### src/rtl/alu_op_issuer.sv
// -----------------------------------------------------------------------------
// alu_op_issuer
//
// Command-side initiator for a combinational NUM_BITS-wide ALU. A command is
// taken on a valid/ready channel, its operands are registered onto the ALU
// input ports, the ALU result and flags are captured one cycle later, and
// they are returned with the command tag on a valid/ready response channel.
// An accumulator holds the last error-free result so commands can chain.
//
// Optional feature (macro ALU_STICKY_FLAGS_EN):
//   adds sticky_clr (in) / sticky_v (out), a sticky overflow/error flag.
//
// Ports
//   clk, rst_n                 clock (rising edge), async active-low reset
//   cmd_valid / cmd_ready      command handshake
//   cmd_opcode, cmd_signed     ALU opcode and signed mode for the command
//   cmd_a, cmd_b               operands
//   cmd_use_acc                1: use the accumulator in place of cmd_a
//   cmd_tag                    caller tag echoed on the response
//   alu_a/alu_b/alu_opcode/alu_signed   registered drive to the ALU
//   alu_result, alu_flags      ALU outputs, flags ordered {Z,N,C,V}
//   rsp_valid / rsp_ready      response handshake
//   rsp_result, rsp_flags      captured ALU result and flags
//   rsp_tag, rsp_err           originating tag; divide error or opcode 1111
//   acc                        accumulator
//   sticky_clr, sticky_v       (ALU_STICKY_FLAGS_EN only)
//
// state  | meaning
// -------+------------------------------------------------------------
// IDLE   | ready for a command; alu_* hold the last issued operation
// ISSUE  | alu_* stable; ALU result/flags captured at end of cycle
// RESP   | response presented, held until rsp_valid & rsp_ready
// -----------------------------------------------------------------------------
module alu_op_issuer #(
    parameter int NUM_BITS = 8,
    parameter int TAG_BITS = 4
) (
    input  logic                clk,
    input  logic                rst_n,
`ifdef ALU_STICKY_FLAGS_EN
    input  logic                sticky_clr,
    output logic                sticky_v,
`endif
    input  logic                cmd_valid,
    output logic                cmd_ready,
    input  logic [3:0]          cmd_opcode,
    input  logic                cmd_signed,
    input  logic [NUM_BITS-1:0] cmd_a,
    input  logic [NUM_BITS-1:0] cmd_b,
    input  logic                cmd_use_acc,
    input  logic [TAG_BITS-1:0] cmd_tag,
    output logic [NUM_BITS-1:0] alu_a,
    output logic [NUM_BITS-1:0] alu_b,
    output logic [3:0]          alu_opcode,
    output logic                alu_signed,
    input  logic [NUM_BITS-1:0] alu_result,
    input  logic [3:0]          alu_flags,
    output logic                rsp_valid,
    input  logic                rsp_ready,
    output logic [NUM_BITS-1:0] rsp_result,
    output logic [3:0]          rsp_flags,
    output logic [TAG_BITS-1:0] rsp_tag,
    output logic                rsp_err,
    output logic [NUM_BITS-1:0] acc
);

    localparam logic [3:0] OP_DIV     = 4'b0011;
    localparam logic [3:0] OP_ILLEGAL = 4'b1111;
    localparam int         FLAG_V     = 0;

    typedef enum logic [1:0] {
        S_IDLE  = 2'd0,
        S_ISSUE = 2'd1,
        S_RESP  = 2'd2
    } state_t;

    state_t state, state_nxt;

    logic cmd_fire;
    logic rsp_fire;
    logic capture;
    logic err_nxt;

    assign cmd_fire = cmd_valid & cmd_ready;
    assign rsp_fire = rsp_valid & rsp_ready;
    assign capture  = (state == S_ISSUE);

    // Error is judged on the operation actually sitting on the ALU, which is
    // the registered opcode, not whatever the command port shows now.
    assign err_nxt = ((alu_opcode == OP_DIV) & alu_flags[FLAG_V])
                   | (alu_opcode == OP_ILLEGAL);

    // State register
    always_ff @(posedge clk or negedge rst_n) begin
        if (!rst_n) begin
            state <= S_IDLE;
        end else begin
            state <= state_nxt;
        end
    end

    // Next-state logic
    always_comb begin
        state_nxt = state;
        case (state)
            S_IDLE:  if (cmd_fire) state_nxt = S_ISSUE;
            S_ISSUE: state_nxt = S_RESP;
            S_RESP:  if (rsp_fire) state_nxt = S_IDLE;
            default: state_nxt = S_IDLE;
        endcase
    end

    // State-decoded outputs; rsp_valid falls straight away on async reset
    always_comb begin
        cmd_ready = 1'b0;
        rsp_valid = 1'b0;
        case (state)
            S_IDLE:  cmd_ready = 1'b1;
            S_RESP:  rsp_valid = 1'b1;
            default: ;
        endcase
    end

    // Operand issue and response capture
    always_ff @(posedge clk or negedge rst_n) begin
        if (!rst_n) begin
            alu_a      <= '0;
            alu_b      <= '0;
            alu_opcode <= '0;
            alu_signed <= 1'b0;
            rsp_tag    <= '0;
            rsp_result <= '0;
            rsp_flags  <= '0;
            rsp_err    <= 1'b0;
            acc        <= '0;
        end else begin
            if (cmd_fire) begin
                alu_a      <= cmd_use_acc ? acc : cmd_a;
                alu_b      <= cmd_b;
                alu_opcode <= cmd_opcode;
                alu_signed <= cmd_signed;
                rsp_tag    <= cmd_tag;
            end
            if (capture) begin
                rsp_result <= alu_result;
                rsp_flags  <= alu_flags;
                rsp_err    <= err_nxt;
                if (!err_nxt) begin
                    acc <= alu_result;
                end
            end
        end
    end

`ifdef ALU_STICKY_FLAGS_EN
    // Clear wins over a set in the same cycle.
    always_ff @(posedge clk or negedge rst_n) begin
        if (!rst_n) begin
            sticky_v <= 1'b0;
        end else if (sticky_clr) begin
            sticky_v <= 1'b0;
        end else if (capture && (alu_flags[FLAG_V] || err_nxt)) begin
            sticky_v <= 1'b1;
        end
    end
`endif

endmodule

### config.mk
export PLATFORM = sky130hd
export DESIGN_NAME = alu_op_issuer
export DESIGN_NICKNAME = d
export VERILOG_FILES = /design/src/rtl/alu_op_issuer.sv
export SDC_FILE = /design/constraint.sdc
export NUM_CORES = 1
export LEC_CHECK = 0
export CORE_AREA = 3 3 73 75
export CTS_CLUSTER_DIAMETER = 30
export DETAILED_ROUTE_END_ITERATION = 8
export DIE_AREA = 0 0 76 78
export GPL_TIMING_DRIVEN = 0
export PLACE_DENSITY = 0.78
export SLEW_MARGIN = 20
export SYNTH_ARGS = -nofsm -noshare
export SYNTH_HDL_FRONTEND = slang
export SYNTH_SLANG_ARGS = --single-unit
### constraint.sdc
create_clock -name clk -period 1.7 [get_ports clk]
set_input_delay 0.34 -clock clk [delete_from_list [all_inputs] [get_ports clk]]
set_output_delay 0.34 -clock clk [all_outputs]
set_load 0.02 [all_outputs]
==> results of run 1 <==
-- placed cells by master (no fill, tap or decap), drive strengths merged --
cell type and count:
clkdlybuf4s50 83, dfrtp 48, nand2 37, mux2 18, nor2 9, o21ai 9, clkbuf 9, o22ai 8
mux2i 8, a21oi 8, buf 8, nand2b 2, dlymetal6s2s 2, inv 1, nor3b 1, and2b 1
or3b 1, and2 1, a21boi 1, and3 1, clkinv 1, dlygate4sd3 1, dlygate4sd2 1, clkdlybuf4s15 1
-- cell usage after synthesis --
master / instances / area share (%)
dfrtp_1: 48 / 62
nand2_1: 37 / 7.2
mux2_2: 18 / 11
nor2_1: 9 / 1.8
o21ai_0: 9 / 2.3
a21oi_1: 8 / 2.1
mux2i_1: 8 / 4.2
o22ai_1: 8 / 2.6
clkbuf_1: 3 / 0.58
buf_2: 2 / 0.52
buf_4: 2 / 0.78
nand2b_1: 2 / 0.65
a21boi_4: 1 / 0.97
and2_1: 1 / 0.32
and2b_1: 1 / 0.39
and3_2: 1 / 0.39
buf_1: 1 / 0.19
buf_6: 1 / 0.58
inv_1: 1 / 0.19
nor3b_4: 1 / 0.97
or3b_4: 1 / 0.58
-- stage by stage --
stage | cells | TNS [ps] | power, mW | setup WS (ps)
final | 327 | 0 | 5.75 | 22.5
after global routing | 327 | 0 | 6.09 | 3.14
after CTS | 327 | 0 | 5.81 | 15.5
after detailed placement | 319 | -3630 | 5.18 | -232
after global placement | 318 | -53920 | 5.10 | -1060
after floorplan | 163 | 0 | 3.65 | 302
-- final cells by class --
type                    instances  share of cell area [%]
multi-input cells             105                    22.4
clock buffers                   6                    2.42
inverters                       1                   0.125
clock inverters                 1                   0.167
repair buffers                 90                    30.3
plain buffers                   9                    1.71
well taps                      67                    2.79
flip-flops and latches         48                    40.0
-- power by group --
| group | internal [mW] | switching, mW | total, mW | leakage [nW] |
|---|---|---|---|---|
| clock network | 0.280 | 0.352 | 0.633 | 0.0410 |
| logic | 1.52 | 1.54 | 3.06 | 0.715 |
| registers | 1.70 | 0.357 | 2.05 | 0.577 |
| total | 3.50 | 2.25 | 5.75 | 1.33 |
-- flip-flops by register name (all words and copies together) (netlist names) --
register	count
alu_b	8
alu_opcode	4
rsp_result	8
alu_a	8
rsp_flags	4
rsp_err	1
acc	8
rsp_tag	4
alu_signed	1
state	2
-- logic make-up (layout without fill, tap and decap cells) --
logic type	count (synthesis)	after routing	share of synthesized area, %
AOI/OAI and AO/OA	26	26	7.98
buffers and inverters	10	107	2.85
DFF	48	48	62.3
muxes	26	26	14.7
and+or+nand+nor	53	53	12.3
-- metal layers --
layer / GRT usage [%] / share of wire [%]
met4: 3.26 / 0.91
met5: 0 / 0
met3: 4.06 / 5.8
met2: 27.7 / 50
met1: 22.2 / 43
-- timing repair --
item	4_1_cts	5_1_grt
endpoints found under the hold margin	17	0
gates resized for setup	2	3
hold buffers	1	0
endpoints found under the setup margin	2	3
-- worst max-delay path by stage --
stage	slack, ps	cells after the start	endpoint
after detailed placement	-230	4	alu_b[5]
final	20	1	acc[3]
after CTS	20	3	rsp_valid
after global routing	3	3	alu_b[3]
after floorplan	300	4	acc[0]
after global placement	-1060	1	rsp_flags[1]
==> impl_metrics.yaml, run 1 <==
clock_tree:
  clockRootBuffer: "clkbuf_8"
  cts_buffers: 5
  clk_pin_slew_ps: 80
  clock_latency_ps: 290
  cts_setup_buffers: 0
  cts-htree-levels: 2
  cts_tree: "done"
  clock_path_buffers: 2
  cts_sinks: 48
sta:
  hold_ws_ps: 483
  final.setup_skew_ps: 4.64
  slew_headroom_pct: 62.6
  period_minus_slack_ps: 1680
  setup_viol: 0
  slew_violations: 0
  fin_crit_sh_pct: 98.7
  max_freq_mhz: 596
  hold_viol: 0
  worst_pin_slew_ps: 561
  rsz0062_at_grt: "false"
place:
  gp_congestion: 0.747
  place_hpwl_mm: 3.68
  placed_area_um2: 2910
  io_buffer_count: 88
global_route:
  grt_overflow_total: 0
  first_global_vias: 1585
  grt_max_degree: 32
  grt_usage_pct: 16.6
  grt_pass1_wl_mm: 7.88
  grt_antenna_before_repair: 0
logic_synthesis:
  syn_avg_cell_area_um2: 11.8
  netlist_area_um2: 1930
  synth-seq-cells: 48
  synth_seq_area_share_pct: 62.3
  synthCells: 163
  ys.warnings.count: 0
  yosysUniqueCellTypes: 21
  synth_nets: 205
job:
  maxCapViolCount: 0
final_layout:
  utilization_pct: 63.5
  fin_area_um2: 3000
  final_nets: 302
  fill_cells: 392
  drive_above_1_share_pct: 13.5
  multi_input_area_um2: 673
  seq_area_um2: 1200
  antenna_cells: 0
  syn_to_final_growth_pct: 55.5
routing:
  drtIter0Drc: 60
  dr.pass1.iters: 4
  drc: 0
  wl_per_cell_um: 14.8
  ant_nets: 0
  wl_mm: 4.85
  via_per_inst: 4.85
  vias: 1586
critical_path:
  setup.worst_path.start: "acc[3]"
  r2r-start: "state[1]"
  end_kind: "output pin"
  cp_data_arrival_time_ps: 1340
  reg2regPathDepth: 3
  criticalPathCategory: "reg2out"
  crit_slowest_cell: "clkdlybuf4s50_1"
  regToRegSetupSlack_ps: 110
  start_kind: "register"
  path_max_fanout: 3
  crit_required_ps: 1360
  cp_slowest_stage_delay_ps: 640
  crit_chain: "clkdlybuf4s50_1"
  cp_num_buf_inv: 1
  r2r_end: "alu_b[5]"
  cp_top_family: "buffers and inverters"
floorplan:
  initial_core_util_pct: 40.8
  ios: 90
  die_x_um: 76
  fp.dieH_um: 78
  design.core.area_um2: 4720
  rows: 25
  dieArea_um2: 5930
outcome:
  status: "complete, no violations"
hold_path:
  holdPathStages: 2
  hold_path_end: "rsp_flags[1]"
  hold_path_startpoint: "rsp_flags[1]"
  hp-class: "reg2reg"
power_and_ir_drop:
  pwr_density_cell_nw_per_um2: 1920
  worst_ir_drop_vdd_v: 0.000956
  p_leak_nw: 1.33
No activity file was read; power rests on OpenSTA's default activity.
==> run 2, diff against run 1 <==
CORE_AREA = 3 3 85 87   (was 3 3 73 75)
DIE_AREA = 0 0 88 90   (was 0 0 76 78)
PLACE_DENSITY = default   (was 0.78)
==> impl_metrics.yaml, run 2 (synthesis results as in run 1) <==
routing:
  wl_per_cell_um: 14.8
  drc: 0
  vias: 1543
  drtIter0Drc: 20
  via_per_inst: 4.59
  wl_mm: 4.99
  dr.pass1.iters: 4
  ant_nets: 0
clock_tree:
  cts_tree: "done"
  clockRootBuffer: "clkbuf_8"
  clk_pin_slew_ps: 90
  cts-htree-levels: 2
  clock_latency_ps: 300
  cts_sinks: 48
  clock_path_buffers: 2
  cts_hold_buffers: 0
  cts_setup_buffers: 0
  cts_buffers: 5
global_route:
  grt_overflow_total: 0
  first_global_vias: 1581
  grt_max_degree: 49
  grt_pass1_wl_mm: 7.94
  grt_antenna_before_repair: 0
  grt_usage_pct: 12.8
critical_path:
  end_kind: "output pin"
  cp_top_family: "buffers and inverters"
  path_max_fanout: 3
  cp_slowest_stage_delay_ps: 620
  cp_num_buf_inv: 1
  start_kind: "register"
  criticalPathCategory: "reg2out"
  crit_slowest_cell: "clkdlybuf4s50_1"
  crit_chain: "clkdlybuf4s50_1"
  crit_required_ps: 1360
  cp_data_arrival_time_ps: 1310
sta:
  slew_headroom_pct: 58.9
  period_minus_slack_ps: 1650
  max_freq_mhz: 605
  rsz0062_at_grt: "false"
  hold_viol: 0
  setup_viol: 0
  layout_setup_ws_ps: 46.7
  fin_crit_sh_pct: 97.3
  worst_pin_slew_ps: 617
  slew_violations: 0
  final.setup_skew_ps: 9.82
power_and_ir_drop:
  comb_power_share_pct: 52.5
  worst_ir_drop_vdd_v: 0.000919
  p_leak_nw: 1.39
  fin_total_pwr_mw: 5.79
  pwr_density_cell_nw_per_um2: 1920
  switching_power_mw: 2.27
  power_frac_clock_pct: 12.3
  switching_share_pct: 39.1
  p_int_mw: 3.53
  p_seq_share_pct: 35.1
final_layout:
  syn_to_final_growth_pct: 56.0
  utilization_pct: 46.9
  multi_input_area_um2: 673
  final_common_cell: "clkdlybuf4s50_1"
  seq_area_um2: 1200
  antenna_cells: 0
  final_cell_mix: "clkdlybuf4s50_1, dfrtp_1, nand2_1"
  drive_above_1_share_pct: 13.9
  final_nets: 300
  fill_cells: 607
floorplan:
  initial_core_util_pct: 30.0
  die_x_um: 88
  design.core.area_um2: 6420
  dieArea_um2: 7920
  ios: 90
  rows: 29
  fp.dieH_um: 90
job:
  maxCapViolCount: 0
place:
  io_buffer_count: 88
  gp_congestion: 0.757
  place_hpwl_mm: 3.67
  post-place-ws_ps: -228
outcome:
  status: "complete, no violations"
hold_path:
  hp-class: "in2async"
run 2: cell types whose count changed in the layout (fill, tap and decap cells not counted):
| cell | change |
|---|---|
| clkinvlp_4 | +1 |
| clkbuf_8 | +1 |
| clkdlybuf4s15_1 | -1 |
| dlygate4sd3_1 | -1 |
| clkbuf_2 | +1 |
| clkinv_2 | -1 |
| buf_4 | +1 |
| buf_12 | -1 |
| buf_2 | -1 |
| clkdlybuf4s50_1 | -5 |
| dlymetal6s2s_1 | +5 |
run 2: power by group through the flow:
stage	Sequential (mW)	Clock, mW	Combinational [mW]
finish	2.04	0.713	3.04
global route	2.12	0.797	3.29
CTS	2.06	0.747	3.11
detailed placement	2.07	0	3.12
global placement	2.05	0	3.09
floorplan	2.68	0	0.969
run 2: worst paths after layout:
check | startpoint | end | slack [ps] | depth (start not counted)
min reg2reg | rsp_flags[2] | rsp_flags[2] | 480 | 2
max | acc[3] | acc[3] | 50 | 1
max in group asynchronous | rst_n | rsp_flags[0] | 1230 | 1
min | rst_n | alu_b[1] | 40 | 1
max reg2reg | state[1] | alu_b[7] | 140 | 3
min in group clk | rsp_flags[2] | rsp_flags[2] | 480 | 2
run 2: through the flow:
step	cell area [um2]	setup TNS (ps)	hold slack [ps]	instances
global placement	2910	-59930	459	328
CTS	3000	0	67.9	336
floorplan	1930	0	44.4	163
finish	3010	0	40.1	336
detailed placement	2900	-3470	405	328
global route	3010	0	83.8	336
run 2: final cells by class:
class                           count  area share [%]
Clock inverter                      1           0.249
Sequential cell                    48            39.9
Multi-Input combinational cell    105            22.4
Timing Repair Buffer               88            29.6
Buffer                              9            1.70
Tap cell                           77            3.20
Inverter                            1           0.125
Clock buffer                        7            2.87
run 2: layer usage:
metal  GRT usage (%)  up-vias  wire, um
met3            6.22        5       541
met4            3.45        0        53
met2            18.7       65      2230
li1                -      741         -
met5               0        -         0
met1            16.7      732      2160
run 2: repair_timing:
action | CTS | global route
setup endpoints to repair | 2 | 8
hold endpoints to repair | 0 | 0
gates resized for setup | 2 | 9
==> run 3, diff against run 2 <==
ABC_AREA = 1   (was default)
CORE_AREA = 3 3 86 88   (was 3 3 85 87)
DIE_AREA = 0 0 89 91   (was 0 0 88 90)
RECOVER_POWER = 50   (was default)
==> impl_metrics.yaml, run 3 <==
clock_tree:
  clock_path_buffers: 2
  cts_sinks: 48
  cts_hold_buffers: 0
  clock_latency_ps: 300
  cts_buffers: 5
  cts_tree: "done"
  cts-htree-levels: 2
  clk_pin_slew_ps: 90
  clockRootBuffer: "clkbuf_8"
  cts_setup_buffers: 0
hold_path:
  hp-class: "in2async"
critical_path:
  cp_num_buf_inv: 1
  crit_chain: "clkdlybuf4s50_1"
  start_kind: "register"
  cp_top_family: "buffers and inverters"
  criticalPathCategory: "reg2out"
  cp_slowest_stage_delay_ps: 620
  crit_required_ps: 1360
  crit_slowest_cell: "clkdlybuf4s50_1"
  path_max_fanout: 3
  cp_data_arrival_time_ps: 1310
  end_kind: "output pin"
floorplan:
  design.core.area_um2: 6720
  ios: 90
  rows: 30
  initial_core_util_pct: 29.4
  die_x_um: 89
  dieArea_um2: 8100
  fp.dieH_um: 91
routing:
  ant_nets: 0
  via_per_inst: 4.34
  dr.pass1.iters: 4
  wl_mm: 5.12
  drc: 0
  drtIter0Drc: 67
  wl_per_cell_um: 12.9
  vias: 1728
place:
  post-place-ws_ps: 173
  place_hpwl_mm: 3.81
  io_buffer_count: 88
  gp_congestion: 0.739
  dpl.cell_count: 390
  placed_area_um2: 2960
outcome:
  status: "complete, no violations"
logic_synthesis:
  yosysUniqueCellTypes: 17
  netlist_area_um2: 1980
  synth_area_leader_cell: "dfrtp_1"
  ys.warnings.count: 0
  synth-edff-count: 0
  yosysMostFrequentCell: "nand2_1"
  synthCells: 222
  async_flop_share_pct: 100
  ys_top_cells_by_count: "nand2_1, dfrtp_1, nor2_1, nand3_1"
  syn_avg_cell_area_um2: 8.91
  synth_seq_area_share_pct: 60.7
  synth_area_leaders: "dfrtp_1, nand2_1, o31ai_2, nor2_1, nand3_1"
  synth_top_area_share_pct: 60.7
  synthFlopType: "dfrtp_1"
  synth_nets: 264
  synth-seq-cells: 48
final_layout:
  final_cell_mix: "nand2_1, clkdlybuf4s50_1, dfrtp_1"
  drive_above_1_share_pct: 6.92
  antenna_cells: 0
  final_cells: 398
  utilization_pct: 45.0
  syn_to_final_growth_pct: 52.9
  final_common_cell: "nand2_1"
  fin_area_um2: 3020
  final_nets: 359
sta:
  slew_headroom_pct: 20.3
  fin_crit_sh_pct: 97.1
  hold_viol: 0
  final.setup_skew_ps: 8.91
  period_minus_slack_ps: 1650
  setup_viol: 0
  worst_pin_slew_ps: 1200
  rsz0062_at_grt: "false"
  tns_ps: 0
  hold_ws_ps: 273
  layout_setup_ws_ps: 49.7
  max_freq_mhz: 606
  slew_violations: 0
power_and_ir_drop:
  comb_power_share_pct: 51.7
  power_frac_clock_pct: 12.5
  p_seq_share_pct: 35.9
  switching_power_mw: 2.33
  switching_share_pct: 41.0
  p_int_mw: 3.34
  pwr_density_cell_nw_per_um2: 1870
  worst_ir_drop_vdd_v: 0.000691
  fin_total_pwr_mw: 5.67
  p_leak_nw: 1.51
global_route:
  grt_pass1_wl_mm: 8.57
  grt_overflow_total: 0
  grt_max_degree: 49
  grt_usage_pct: 13.4
  grt_antenna_before_repair: 0
  first_global_vias: 1746
job:
  maxCapViolCount: 0
-- run 3: kinds of logic (layout without fill, tap and decap cells) --
| family | count (synthesis) | after routing | share of synthesized area (%) |
|---|---|---|---|
| AOI/OAI and AO/OA | 14 | 14 | 6.20 |
| buffers and inverters | 17 | 113 | 4.93 |
| DFF | 48 | 48 | 60.7 |
| and+or+nand+nor | 143 | 143 | 28.1 |
-- run 3: metal layers --
layer / routed length [um] / vias up / part of all wire [%] / GRT usage, %
met3: 279 / 5 / 5.4 / 3.09
met4: 42 / 0 / 0.82 / 2.61
li1: - / 877 / - / -
met5: 0 / - / 0 / 0
met2: 2410 / 52 / 47 / 21.7
met1: 2390 / 794 / 47 / 18.4
-- run 3: worst paths after layout --
path                        startpoint          to  slack [ps]  cells past startpoint
max                             acc[0]      acc[0]          50                      1
min                              rst_n  rsp_tag[1]         270                      1
max reg2reg                   state[0]  rsp_tag[2]         190                      6
min reg2reg                   alu_b[4]    alu_b[4]         490                      2
max in group asynchronous        rst_n    alu_b[4]         700                      1
min in group clk           cmd_use_acc    alu_a[3]         440                      3
-- run 3: layout make-up --
cell class	count	area (um2)
fill	661	3690
inverter	9	35.0
sequential	48	1200
buffer	8	42.5
clock buffer	6	82.6
multi-input combinational	157	674
tap	80	100
clock inverter	2	10.0
timing repair buffer	88	878
-- run 3: power groups by stage --
stage	clock, mW	sequential, mW	combinational [mW]
2_1_floorplan	0	2.67	0.961
6_report	0.706	2.03	2.93
3_5_place_dp	0	2.06	3.08
3_3_place_gp	0	2.06	3.04
4_1_cts	0.730	2.05	3.05
5_1_grt	0.780	2.11	3.22
-- run 3: repair_timing --
action                                  in CTS  in global routing
pin swaps                                    0                  0
endpoints found under the setup margin       4                  3
resized for setup                            4                  3
